### src/rtl/dmem_arbiter_if.sv
// Bundle of requester, response and memory-side signals for dmem_arbiter.
// The arbiter connects through the slave modport; the requesters and the
// memory model sit on the master side.
interface dmem_arbiter_if #(
  parameter int DATA_WIDTH = 32,
  parameter int ADDR_WIDTH = 32,
  parameter int CNT_WIDTH  = 16
);
  // Debug exclusive mode
  logic                  i_dbg_lock;

  // CPU (requester 0)
  logic                  i_cpu_req;
  logic                  i_cpu_we;
  logic [ADDR_WIDTH-1:0] i_cpu_addr;
  logic [DATA_WIDTH-1:0] i_cpu_wdata;
  logic                  o_cpu_ack;
  logic [DATA_WIDTH-1:0] o_cpu_rdata;
  logic                  o_cpu_err;
  logic                  o_cpu_stall;

  // Debug unit (requester 1)
  logic                  i_dbg_req;
  logic                  i_dbg_we;
  logic [ADDR_WIDTH-1:0] i_dbg_addr;
  logic [DATA_WIDTH-1:0] i_dbg_wdata;
  logic                  o_dbg_ack;
  logic [DATA_WIDTH-1:0] o_dbg_rdata;
  logic                  o_dbg_err;

  // Single-port data memory
  logic                  o_mem_valid;
  logic                  o_mem_read_enable;
  logic                  o_mem_write_enable;
  logic [ADDR_WIDTH-1:0] o_mem_address;
  logic [DATA_WIDTH-1:0] o_mem_write_data;
  logic [DATA_WIDTH-1:0] i_mem_read_data;

  // Statistics
  logic [CNT_WIDTH-1:0]  o_conflict_count;

  modport slave (
    input  i_dbg_lock,
    input  i_cpu_req, i_cpu_we, i_cpu_addr, i_cpu_wdata,
    output o_cpu_ack, o_cpu_rdata, o_cpu_err, o_cpu_stall,
    input  i_dbg_req, i_dbg_we, i_dbg_addr, i_dbg_wdata,
    output o_dbg_ack, o_dbg_rdata, o_dbg_err,
    output o_mem_valid, o_mem_read_enable, o_mem_write_enable,
    output o_mem_address, o_mem_write_data,
    input  i_mem_read_data,
    output o_conflict_count
  );

  modport master (
    output i_dbg_lock,
    output i_cpu_req, i_cpu_we, i_cpu_addr, i_cpu_wdata,
    input  o_cpu_ack, o_cpu_rdata, o_cpu_err, o_cpu_stall,
    output i_dbg_req, i_dbg_we, i_dbg_addr, i_dbg_wdata,
    input  o_dbg_ack, o_dbg_rdata, o_dbg_err,
    input  o_mem_valid, o_mem_read_enable, o_mem_write_enable,
    input  o_mem_address, o_mem_write_data,
    output i_mem_read_data,
    input  o_conflict_count
  );
endinterface

### src/rtl/dmem_arbiter.sv
// Round-robin arbiter sharing the single-port data memory between the CPU
// MEM stage (requester 0) and the debug unit (requester 1). One memory cycle
// per grant, followed by a registered one-cycle acknowledge with read data.
// The debug lock removes the CPU from arbitration while the CPU is halted.
module dmem_arbiter #(
  parameter int DATA_WIDTH = 32,
  parameter int ADDR_WIDTH = 32,
  parameter int MEM_DEPTH  = 1024,
  parameter int CNT_WIDTH  = 16
) (
  input  logic                 i_clk,
  input  logic                 i_reset,
  dmem_arbiter_if.slave        bus
);

  localparam int NREQ    = 2;
  localparam int REQ_CPU = 0;
  localparam int REQ_DBG = 1;

  // One extra bit so MEM_DEPTH itself is representable in the compare.
  localparam logic [ADDR_WIDTH:0] DEPTH_X = (ADDR_WIDTH+1)'(MEM_DEPTH);

  typedef enum logic {
    LAST_CPU = 1'b0,
    LAST_DBG = 1'b1
  } last_e;

  last_e last_q, last_d;

  // Per-requester views of the request side, indexed by requester number.
  logic [NREQ-1:0]       req;
  logic [NREQ-1:0]       we;
  logic [ADDR_WIDTH-1:0] addr  [NREQ];
  logic [DATA_WIDTH-1:0] wdata [NREQ];
  logic [NREQ-1:0]       ack_q;
  logic [NREQ-1:0]       elig;
  logic [NREQ-1:0]       grant;

  // Winner's fields, muxed for the memory port.
  logic                  any_grant;
  logic                  sel_we;
  logic [ADDR_WIDTH-1:0] sel_addr;
  logic [DATA_WIDTH-1:0] sel_wdata;
  logic                  in_range;

  logic [CNT_WIDTH-1:0]  cnt_q, cnt_d;

  assign req[REQ_CPU]   = bus.i_cpu_req;
  assign we[REQ_CPU]    = bus.i_cpu_we;
  assign addr[REQ_CPU]  = bus.i_cpu_addr;
  assign wdata[REQ_CPU] = bus.i_cpu_wdata;
  assign req[REQ_DBG]   = bus.i_dbg_req;
  assign we[REQ_DBG]    = bus.i_dbg_we;
  assign addr[REQ_DBG]  = bus.i_dbg_addr;
  assign wdata[REQ_DBG] = bus.i_dbg_wdata;

  // A requester whose ack is showing is never re-serviced that cycle, so it
  // can update its fields without being issued twice.
  assign elig[REQ_CPU] = req[REQ_CPU] & ~ack_q[REQ_CPU] & ~bus.i_dbg_lock;
  assign elig[REQ_DBG] = req[REQ_DBG] & ~ack_q[REQ_DBG];

  // Last-grant register: decides the tie-break for the next contended cycle.
  always_ff @(posedge i_clk) begin
    if (i_reset) begin
      last_q <= LAST_DBG;
    end else begin
      last_q <= last_d;
    end
  end

  // Grant selection and last-grant update.
  always_comb begin
    grant  = '0;
    last_d = last_q;
    if (elig[REQ_CPU] && elig[REQ_DBG]) begin
      if (last_q == LAST_DBG) begin
        grant[REQ_CPU] = 1'b1;
      end else begin
        grant[REQ_DBG] = 1'b1;
      end
    end else begin
      grant = elig;
    end
    if (grant[REQ_CPU]) begin
      last_d = LAST_CPU;
    end else if (grant[REQ_DBG]) begin
      last_d = LAST_DBG;
    end
  end

  // Route the winner's request to the memory port.
  always_comb begin
    any_grant = |grant;
    sel_we    = grant[REQ_DBG] ? we[REQ_DBG]    : we[REQ_CPU];
    sel_addr  = grant[REQ_DBG] ? addr[REQ_DBG]  : addr[REQ_CPU];
    sel_wdata = grant[REQ_DBG] ? wdata[REQ_DBG] : wdata[REQ_CPU];
    in_range  = ({1'b0, sel_addr} < DEPTH_X);
  end

  // Memory strobes stay low with no grant or an out-of-range address, so a
  // rejected access never disturbs memory contents.
  always_comb begin
    bus.o_mem_valid        = 1'b0;
    bus.o_mem_read_enable  = 1'b0;
    bus.o_mem_write_enable = 1'b0;
    bus.o_mem_address      = '0;
    bus.o_mem_write_data   = '0;
    if (any_grant && in_range) begin
      bus.o_mem_valid        = 1'b1;
      bus.o_mem_read_enable  = ~sel_we;
      bus.o_mem_write_enable = sel_we;
      bus.o_mem_address      = sel_addr;
      bus.o_mem_write_data   = sel_wdata;
    end
  end

  // Per-requester registered response: ack, error flag and read data.
  generate
    for (genvar gi = 0; gi < NREQ; gi++) begin : gen_resp
      logic                  ack_r_q, ack_r_d;
      logic                  err_q, err_d;
      logic [DATA_WIDTH-1:0] rdata_q, rdata_d;

      // Next response: only the winner acks; everyone else returns to zero.
      always_comb begin
        ack_r_d = grant[gi];
        err_d   = grant[gi] & ~in_range;
        rdata_d = '0;
        if (grant[gi] && in_range && !sel_we) begin
          rdata_d = bus.i_mem_read_data;
        end
      end

      // Response registers; reset drops any pending ack.
      always_ff @(posedge i_clk) begin
        if (i_reset) begin
          ack_r_q <= 1'b0;
          err_q   <= 1'b0;
          rdata_q <= '0;
        end else begin
          ack_r_q <= ack_r_d;
          err_q   <= err_d;
          rdata_q <= rdata_d;
        end
      end

      assign ack_q[gi] = ack_r_q;
    end
  endgenerate

  assign bus.o_cpu_ack   = gen_resp[REQ_CPU].ack_r_q;
  assign bus.o_cpu_err   = gen_resp[REQ_CPU].err_q;
  assign bus.o_cpu_rdata = gen_resp[REQ_CPU].rdata_q;
  assign bus.o_dbg_ack   = gen_resp[REQ_DBG].ack_r_q;
  assign bus.o_dbg_err   = gen_resp[REQ_DBG].err_q;
  assign bus.o_dbg_rdata = gen_resp[REQ_DBG].rdata_q;

  // The CPU stalls from request until the cycle its ack appears.
  assign bus.o_cpu_stall = bus.i_cpu_req & ~gen_resp[REQ_CPU].ack_r_q;

  // Contention counter next state: saturates rather than wrapping.
  always_comb begin
    cnt_d = cnt_q;
    if ((&elig) && !(&cnt_q)) begin
      cnt_d = cnt_q + 1'b1;
    end
  end

  // Contention counter register.
  always_ff @(posedge i_clk) begin
    if (i_reset) begin
      cnt_q <= '0;
    end else begin
      cnt_q <= cnt_d;
    end
  end

  assign bus.o_conflict_count = cnt_q;

endmodule
### src/flat_wrapper.sv
// flat-port wrapper written by rule: the top's interface ports become plain ports
module dmem_arbiter_flat 
#(
  parameter int DATA_WIDTH = 32,
  parameter int ADDR_WIDTH = 32,
  parameter int MEM_DEPTH  = 1024,
  parameter int CNT_WIDTH  = 16
)
  (i_clk, i_reset, bus_i_dbg_lock, bus_i_cpu_req, bus_i_cpu_we, bus_i_cpu_addr, bus_i_cpu_wdata, bus_o_cpu_ack, bus_o_cpu_rdata, bus_o_cpu_err, bus_o_cpu_stall, bus_i_dbg_req, bus_i_dbg_we, bus_i_dbg_addr, bus_i_dbg_wdata, bus_o_dbg_ack, bus_o_dbg_rdata, bus_o_dbg_err, bus_o_mem_valid, bus_o_mem_read_enable, bus_o_mem_write_enable, bus_o_mem_address, bus_o_mem_write_data, bus_i_mem_read_data, bus_o_conflict_count);
  dmem_arbiter_if #(.DATA_WIDTH(DATA_WIDTH), .ADDR_WIDTH(ADDR_WIDTH), .CNT_WIDTH(CNT_WIDTH)) bus_i ();
  input  logic i_clk;
  input  logic i_reset;
  input wire logic [$bits(bus_i.i_dbg_lock)-1:0] bus_i_dbg_lock;
  input wire logic [$bits(bus_i.i_cpu_req)-1:0] bus_i_cpu_req;
  input wire logic [$bits(bus_i.i_cpu_we)-1:0] bus_i_cpu_we;
  input wire logic [$bits(bus_i.i_cpu_addr)-1:0] bus_i_cpu_addr;
  input wire logic [$bits(bus_i.i_cpu_wdata)-1:0] bus_i_cpu_wdata;
  output wire logic [$bits(bus_i.o_cpu_ack)-1:0] bus_o_cpu_ack;
  output wire logic [$bits(bus_i.o_cpu_rdata)-1:0] bus_o_cpu_rdata;
  output wire logic [$bits(bus_i.o_cpu_err)-1:0] bus_o_cpu_err;
  output wire logic [$bits(bus_i.o_cpu_stall)-1:0] bus_o_cpu_stall;
  input wire logic [$bits(bus_i.i_dbg_req)-1:0] bus_i_dbg_req;
  input wire logic [$bits(bus_i.i_dbg_we)-1:0] bus_i_dbg_we;
  input wire logic [$bits(bus_i.i_dbg_addr)-1:0] bus_i_dbg_addr;
  input wire logic [$bits(bus_i.i_dbg_wdata)-1:0] bus_i_dbg_wdata;
  output wire logic [$bits(bus_i.o_dbg_ack)-1:0] bus_o_dbg_ack;
  output wire logic [$bits(bus_i.o_dbg_rdata)-1:0] bus_o_dbg_rdata;
  output wire logic [$bits(bus_i.o_dbg_err)-1:0] bus_o_dbg_err;
  output wire logic [$bits(bus_i.o_mem_valid)-1:0] bus_o_mem_valid;
  output wire logic [$bits(bus_i.o_mem_read_enable)-1:0] bus_o_mem_read_enable;
  output wire logic [$bits(bus_i.o_mem_write_enable)-1:0] bus_o_mem_write_enable;
  output wire logic [$bits(bus_i.o_mem_address)-1:0] bus_o_mem_address;
  output wire logic [$bits(bus_i.o_mem_write_data)-1:0] bus_o_mem_write_data;
  input wire logic [$bits(bus_i.i_mem_read_data)-1:0] bus_i_mem_read_data;
  output wire logic [$bits(bus_i.o_conflict_count)-1:0] bus_o_conflict_count;
  assign bus_i.i_dbg_lock = bus_i_dbg_lock;
  assign bus_i.i_cpu_req = bus_i_cpu_req;
  assign bus_i.i_cpu_we = bus_i_cpu_we;
  assign bus_i.i_cpu_addr = bus_i_cpu_addr;
  assign bus_i.i_cpu_wdata = bus_i_cpu_wdata;
  assign bus_o_cpu_ack = bus_i.o_cpu_ack;
  assign bus_o_cpu_rdata = bus_i.o_cpu_rdata;
  assign bus_o_cpu_err = bus_i.o_cpu_err;
  assign bus_o_cpu_stall = bus_i.o_cpu_stall;
  assign bus_i.i_dbg_req = bus_i_dbg_req;
  assign bus_i.i_dbg_we = bus_i_dbg_we;
  assign bus_i.i_dbg_addr = bus_i_dbg_addr;
  assign bus_i.i_dbg_wdata = bus_i_dbg_wdata;
  assign bus_o_dbg_ack = bus_i.o_dbg_ack;
  assign bus_o_dbg_rdata = bus_i.o_dbg_rdata;
  assign bus_o_dbg_err = bus_i.o_dbg_err;
  assign bus_o_mem_valid = bus_i.o_mem_valid;
  assign bus_o_mem_read_enable = bus_i.o_mem_read_enable;
  assign bus_o_mem_write_enable = bus_i.o_mem_write_enable;
  assign bus_o_mem_address = bus_i.o_mem_address;
  assign bus_o_mem_write_data = bus_i.o_mem_write_data;
  assign bus_i.i_mem_read_data = bus_i_mem_read_data;
  assign bus_o_conflict_count = bus_i.o_conflict_count;
  dmem_arbiter #(.DATA_WIDTH(DATA_WIDTH), .ADDR_WIDTH(ADDR_WIDTH), .MEM_DEPTH(MEM_DEPTH), .CNT_WIDTH(CNT_WIDTH)) u_core (.i_clk(i_clk), .i_reset(i_reset), .bus(bus_i));
endmodule
### config.mk
export PLATFORM = sky130hd
export DESIGN_NAME = dmem_arbiter_flat
export DESIGN_NICKNAME = d
export VERILOG_FILES = /design/src/rtl/dmem_arbiter_if.sv /design/src/rtl/dmem_arbiter.sv /design/src/flat_wrapper.sv
export SDC_FILE = /design/constraint.sdc
export NUM_CORES = 1
export LEC_CHECK = 0
export BUFFER_PORTS_ARGS = -buffer_cell sky130_fd_sc_hd__buf_4
export CAP_MARGIN = 5
export CORE_AREA = 2 2 126 128
export DETAILED_ROUTE_END_ITERATION = 10
export DIE_AREA = 0 0 128 130
export PLACE_DENSITY_LB_ADDON = 0.08
export SLEW_MARGIN = 5
export SYNTH_ARGS = -nofsm -noshare
export SYNTH_HDL_FRONTEND = slang
export SYNTH_SLANG_ARGS = --single-unit
### constraint.sdc
create_clock -name i_clk -period 4.3 [get_ports i_clk]
set_input_delay 0 -clock i_clk [delete_from_list [all_inputs] [get_ports i_clk]]
set_output_delay 0 -clock i_clk [all_outputs]
set_load 0.01 [all_outputs]
### Word level (Yosys, flattened, before mapping)

Cells that the tools add are included.
Widths: inputs -> output; s select.

| cells by class | value |
|---|---|
| $lt $le $gt $ge | 1 |
| $add $sub $neg | 1 |
| bitwise logic cells | 12 |
| reduce and logical (&&, ||, !) cells | 15 |
| mux-type cells | 13 |

Operator list:

| cell | count |
|---|---|
| $mux 32 | 4 |
| $lt 32x11->1 const B | 1 |
| $add 16x1->16 const B | 1 |
| $reduce_and 16->1 | 1 |
| $mux 1 | 8 |
| $logic_and 1x1->1 | 7 |
| $not 1->1 | 7 |
| $reduce_or 2->1 | 3 |
| $and 1x1->1 | 5 |
| $logic_not 1->1 | 2 |
| $mux 2 | 1 |
| $reduce_and 2->1 | 1 |
| $reduce_bool 2->1 | 1 |

| storage, ports and cells | value |
|---|---|
| bits of input ports | 167 |
| register bits | 85 |
| output and inout port bits | 152 |
| logic and storage cells | 50 |

### Depth between registers and ports, before layout

| logic depth | value |
|---|---|
| depth after elaboration | 11 |
| depth in mapped cells | 7 |
| gate-level depth less buffers | 5 |

### Worst setup path before layout

OpenSTA, ideal clock, no wires.

| timing path | value |
|---|---|
| kind | reg2out |
| start point | register u_core.gen_resp[0].ack_r_q, in the netlist u_core.bus.o_cpu_ack |
| end point | output bus_o_mem_write_data[10] |
| arrival | 2.263 ns |
| slack | 2.037 ns |
| stages on the path, launching flop included | 7 |
| data required time | 4.300 ns |
| buffers on the path | 2 |
| path through | dfxtp_1 and4bb_2 nor2_1 mux2_2 buf_2 buf_2 nor4_1 |

| on the way | value |
|---|---|
| word-level cells in the longest chain between the ends | 9 |
| elaborated cells on any way between the ends | 11 |
| those cells by class | order compare: 1; mux: 4; bitwise: 3; reduce/logical: 3 |

Ends and longest elaborated chain:

| item | RTL line | RTL |
|---|---|---|
| from (decl) | dmem_arbiter.sv:120 | `logic ack_r_q, ack_r_d;` |
| from (signal assigned) | dmem_arbiter.sv:141 | `ack_r_q <= ack_r_d;` |
| $not 1->1 * | dmem_arbiter.sv:59 | `assign elig[REQ_CPU] = req[REQ_CPU] & ~ack_q[REQ_CPU] & ~bus.i_dbg_lock;` |
| $and 1x1->1 * (2 in a row) | dmem_arbiter.sv:59 |  |
| $logic_and 1x1->1 | dmem_arbiter.sv:75 | `if (elig[REQ_CPU] && elig[REQ_DBG]) begin` |
| $mux 2 * | dmem_arbiter.sv:75 |  |
| $mux 32 | dmem_arbiter.sv:95 | `sel_addr = grant[REQ_DBG] ? addr[REQ_DBG] : addr[REQ_CPU];` |
| $lt 32x11->1 | dmem_arbiter.sv:97 | `in_range = ({1'b0, sel_addr} < DEPTH_X);` |
| $logic_and 1x1->1 | dmem_arbiter.sv:108 | `if (any_grant && in_range) begin` |
| $mux 32 * | dmem_arbiter.sv:108 |  |
| to (decl) | flat_wrapper.sv:33 | `output wire logic [$bits(bus_i.o_mem_write_data)-1:0] bus_o_mem_write_data;` |

Every way passes the cells marked *; elsewhere a longest branch is shown, timed or not.

### Worst setup path after layout

| timing path | value |
|---|---|
| start point | register u_core.gen_resp[0].ack_r_q, in the netlist u_core.bus.o_cpu_ack |
| end point | output bus_o_mem_write_data[1] |

The elaborated chain is that of the path after synthesis.

==> metrics.txt <==
relative slew slack=20.5%; pwr dens=275 nW/um2; Cell Area, Synth=3990 um2; Worst-Skew Late Latency=0.33 ns; Yosys warnings=0; Worst R2R Setup Slack=1.72 ns; fin util=44.9%; initial core utilization=25.9%; Max Clk Rate=336 MHz; CP dominant cell by count=buf_4; Die H=130 um; initial antenna violation count=0; Arrival @ worst endpoint=2.98 ns; CTS H-tree lvls=3; placed insts=872; hold_sp=i_reset; max-cap check violation count=0; CTS tree=done; Vias=4227; Ant. Diodes=0; global route overflow=0; Clock Tree Root=clkbuf_16; worst r2r src=u_core.bus.o_cpu_ack$_SDFF_PP0_; share of layout cells above drive strength 1=45.6%; Die Area=16600 um2; max-slew violation count=0; initial DRC count=127; Worst VDD drop=0.158 mV; DRC violations left=0; dpl ws=1.69 ns; TNS Setup=0 ns; Core Region=15400 um2; Synth area leader=dfxtp_1; CTS max path bufs=2; Rows=46; part of the Yosys area used for sequential elements=42.6%; Leakage=3.11 nW; final wirelength=15400 um; Nets=891; Synth-to-Final Area Change=73.7%; setup violators final=0; Synth Instances=416; IO buf count=296; post-synthesis register bit count=85; WP buf/inv=2; Worst Path Required=4.30 ns; clk sinks=85; mean area per synthesized cell=9.59 um2; Post-CTS Setup Bufs=0; gpl congestion=0.815; worst slew pin tran=1.19 ns; status=completed; Final Hold Fails=0; Area contributors post-synth=dfxtp_1 (43%), mux2i_1 (11%), nor4_1 (8.6%); Final Non-Filler Cells=920; Reg clk slew, reported paths=0.06 ns; worst r2r path cells=5; HPWL Detailed=12200 um; top-area cell type share of the netlist area=42.6%; worst setup margin=1.32 ns; Setup Crit Path Kind=flop to output pin; antenna viol nets, final=0; Die X=128 um; CP top delay family=simple AND/OR/NAND/NOR gates; DRT Pass-1 Iters=4; CP cell instances=or4bb_1, nand4_1, and2_2, buf_4, nor4_1, buf_4; largest stage delay on the critical path=0.78 ns; GRT Overall Usage=17.2%; unrepaired setup endpoints after global routing=false; skew final=0.00579 ns; pin count of the biggest net entering global routing=53; Critical Path Slowest Stage Cell=and2_2; boundary pin count=319; worst hold stages=2; Hold Path Class=primary input to flop; Netlist cell types=42; TritonCTS Buffers=9; Period minus WS final=2.98 ns; RR Endpoint=u_core.bus.o_cpu_rdata[19]$_SDFF_PP0_; vias in the first global route=4111; Avg WL per Cell=16.7 um; Startpoint Class=flop; Period Utilization, post-route=69.2%; CP Max Fanout=46; detailed-route vias per instance=4.59; Hold Path End=u_core.bus.o_conflict_count[11]$_SDFFE_PP0P_; first-pass GRT wire length=22100 um; Critical Path Sink Type=output pin
-- through the flow --
step	power, W	hold slack [ns]	area (um2)
4_1_cts	0.00193	0.00277	6930
5_1_grt	0.00199	0.0364	6930
2_1_floorplan	0.000918	0.122	4070
3_5_place_dp	0.00105	0.212	6280
6_report	0.00191	0.0156	6930
3_3_place_gp	0.00105	0.209	6280
-- flip-flops by register name, indices dropped and copies added, names as in the netlist --
register and cells:
u_core.bus.o_cpu_rdata 32, u_core.bus.o_dbg_rdata 32, u_core.bus.o_conflict_count 16, u_core.bus.o_cpu_ack 1, u_core.bus.o_cpu_err 1, u_core.bus.o_dbg_ack 1, u_core.bus.o_dbg_err 1, u_core.last_q 1
-- power by group --
| part | switching [W] | internal [W] | leakage, nW |
|---|---|---|---|
| logic | 0.000104 | 0.000158 | 2.26 |
| clock network | 0.000323 | 0.000531 | 0.165 |
| registers | 0.00000278 | 0.000790 | 0.685 |
| total | 0.000430 | 0.00148 | 3.11 |
-- cell type report --
type                            count  area, um2
Inverter                            6       22.5
Multi-Input combinational cell    288       2050
Fill cell                        1510       8490
Clock inverter                      6       93.8
Sequential cell                    85       1700
Clock buffer                       10        239
Timing Repair Buffer              333       2580
Tap cell                          192        240
-- layer usage --
layer / GRT usage (%) / up-vias / share of wire, %
met5: 0 / - / 0
met4: 4.27 / 0 / 1.2
met3: 4.59 / 13 / 7.0
met2: 32.6 / 175 / 54
met1: 19.1 / 1913 / 37
li1: - / 2126 / -
-- placed cells by master (no fill, tap or decap), drive strengths merged, types with 3 or more instances in the layout --
cell,instances
buf,301
dfxtp,85
nor4,55
mux2i,44
nor4b,34
and2,33
dlygate4sd3,32
conb,22
nor2,13
nor2b,10
clkbuf,10
nand2,9
mux2,9
a21oi,8
inv,8
nand3,7
nand4,6
or4,5
o31ai,3
or3,3
o21ai,3
a2111oi,3
-- how the worst max path moves through the flow --
| stage | to | slack [ns] | cells past startpoint | startpoint |
|---|---|---|---|---|
| 5_1_grt | bus_o_mem_write_data[13] | 1.12 | 6 | u_core.bus.o_cpu_ack$_SDFF_PP0_ |
| 4_1_cts | bus_o_mem_write_data[8] | 1.32 | 6 | u_core.bus.o_cpu_ack$_SDFF_PP0_ |
| 3_3_place_gp | bus_o_mem_write_data[7] | 1.79 | 6 | u_core.bus.o_cpu_ack$_SDFF_PP0_ |
| 2_1_floorplan | bus_o_mem_write_data[10] | 2.04 | 6 | u_core.bus.o_cpu_ack$_SDFF_PP0_ |
| 3_5_place_dp | bus_o_mem_write_data[8] | 1.69 | 6 | u_core.bus.o_cpu_ack$_SDFF_PP0_ |
| 6_report | bus_o_mem_write_data[1] | 1.32 | 6 | u_core.bus.o_cpu_ack$_SDFF_PP0_ |
-- cell usage after synthesis (all sizes together) --
| cell type | count |
|---|---|
| dfxtp | 85 |
| nor4 | 55 |
| mux2i | 44 |
| nor4b | 34 |
| and2 | 33 |
| buf | 31 |
| clkbuf | 27 |
| nor2 | 13 |
| nor2b | 10 |
| mux2 | 9 |
| nand2 | 9 |
| a21oi | 8 |
| nand3 | 7 |
| inv | 6 |
| nand4 | 6 |
| or4 | 5 |
| a2111oi | 3 |
| o21ai | 3 |
| o31ai | 3 |
| or3 | 3 |
| a211oi | 2 |
| o211ai | 2 |
| o21a | 2 |
| or2 | 2 |
| and4bb | 1 |
| conb | 1 |
| ha | 1 |
| nand2b | 1 |
| nand4b | 1 |
| nand4bb | 1 |
| nor3 | 1 |
| nor3b | 1 |
| o21bai | 1 |
| o311a | 1 |
| o311ai | 1 |
| o41ai | 1 |
| or3b | 1 |
| or4bb | 1 |
-- cell families after synthesis --
logic type | count (synthesis) | share of synthesized area (%)
AOI/OAI and AO/OA | 27 | 4.64
adders and majority gates | 1 | 0.314
buffers and inverters | 64 | 8.37
DFF | 85 | 42.6
muxes | 53 | 13.6
other | 1 | 0.0940
and+or+nand+nor | 185 | 30.4
-- repair_timing --
item,in CTS,in global routing
endpoints found under the hold margin,64,0
resized for setup,0,0
hold buffers,32,0
No activity file was read; power rests on OpenSTA's default activity.
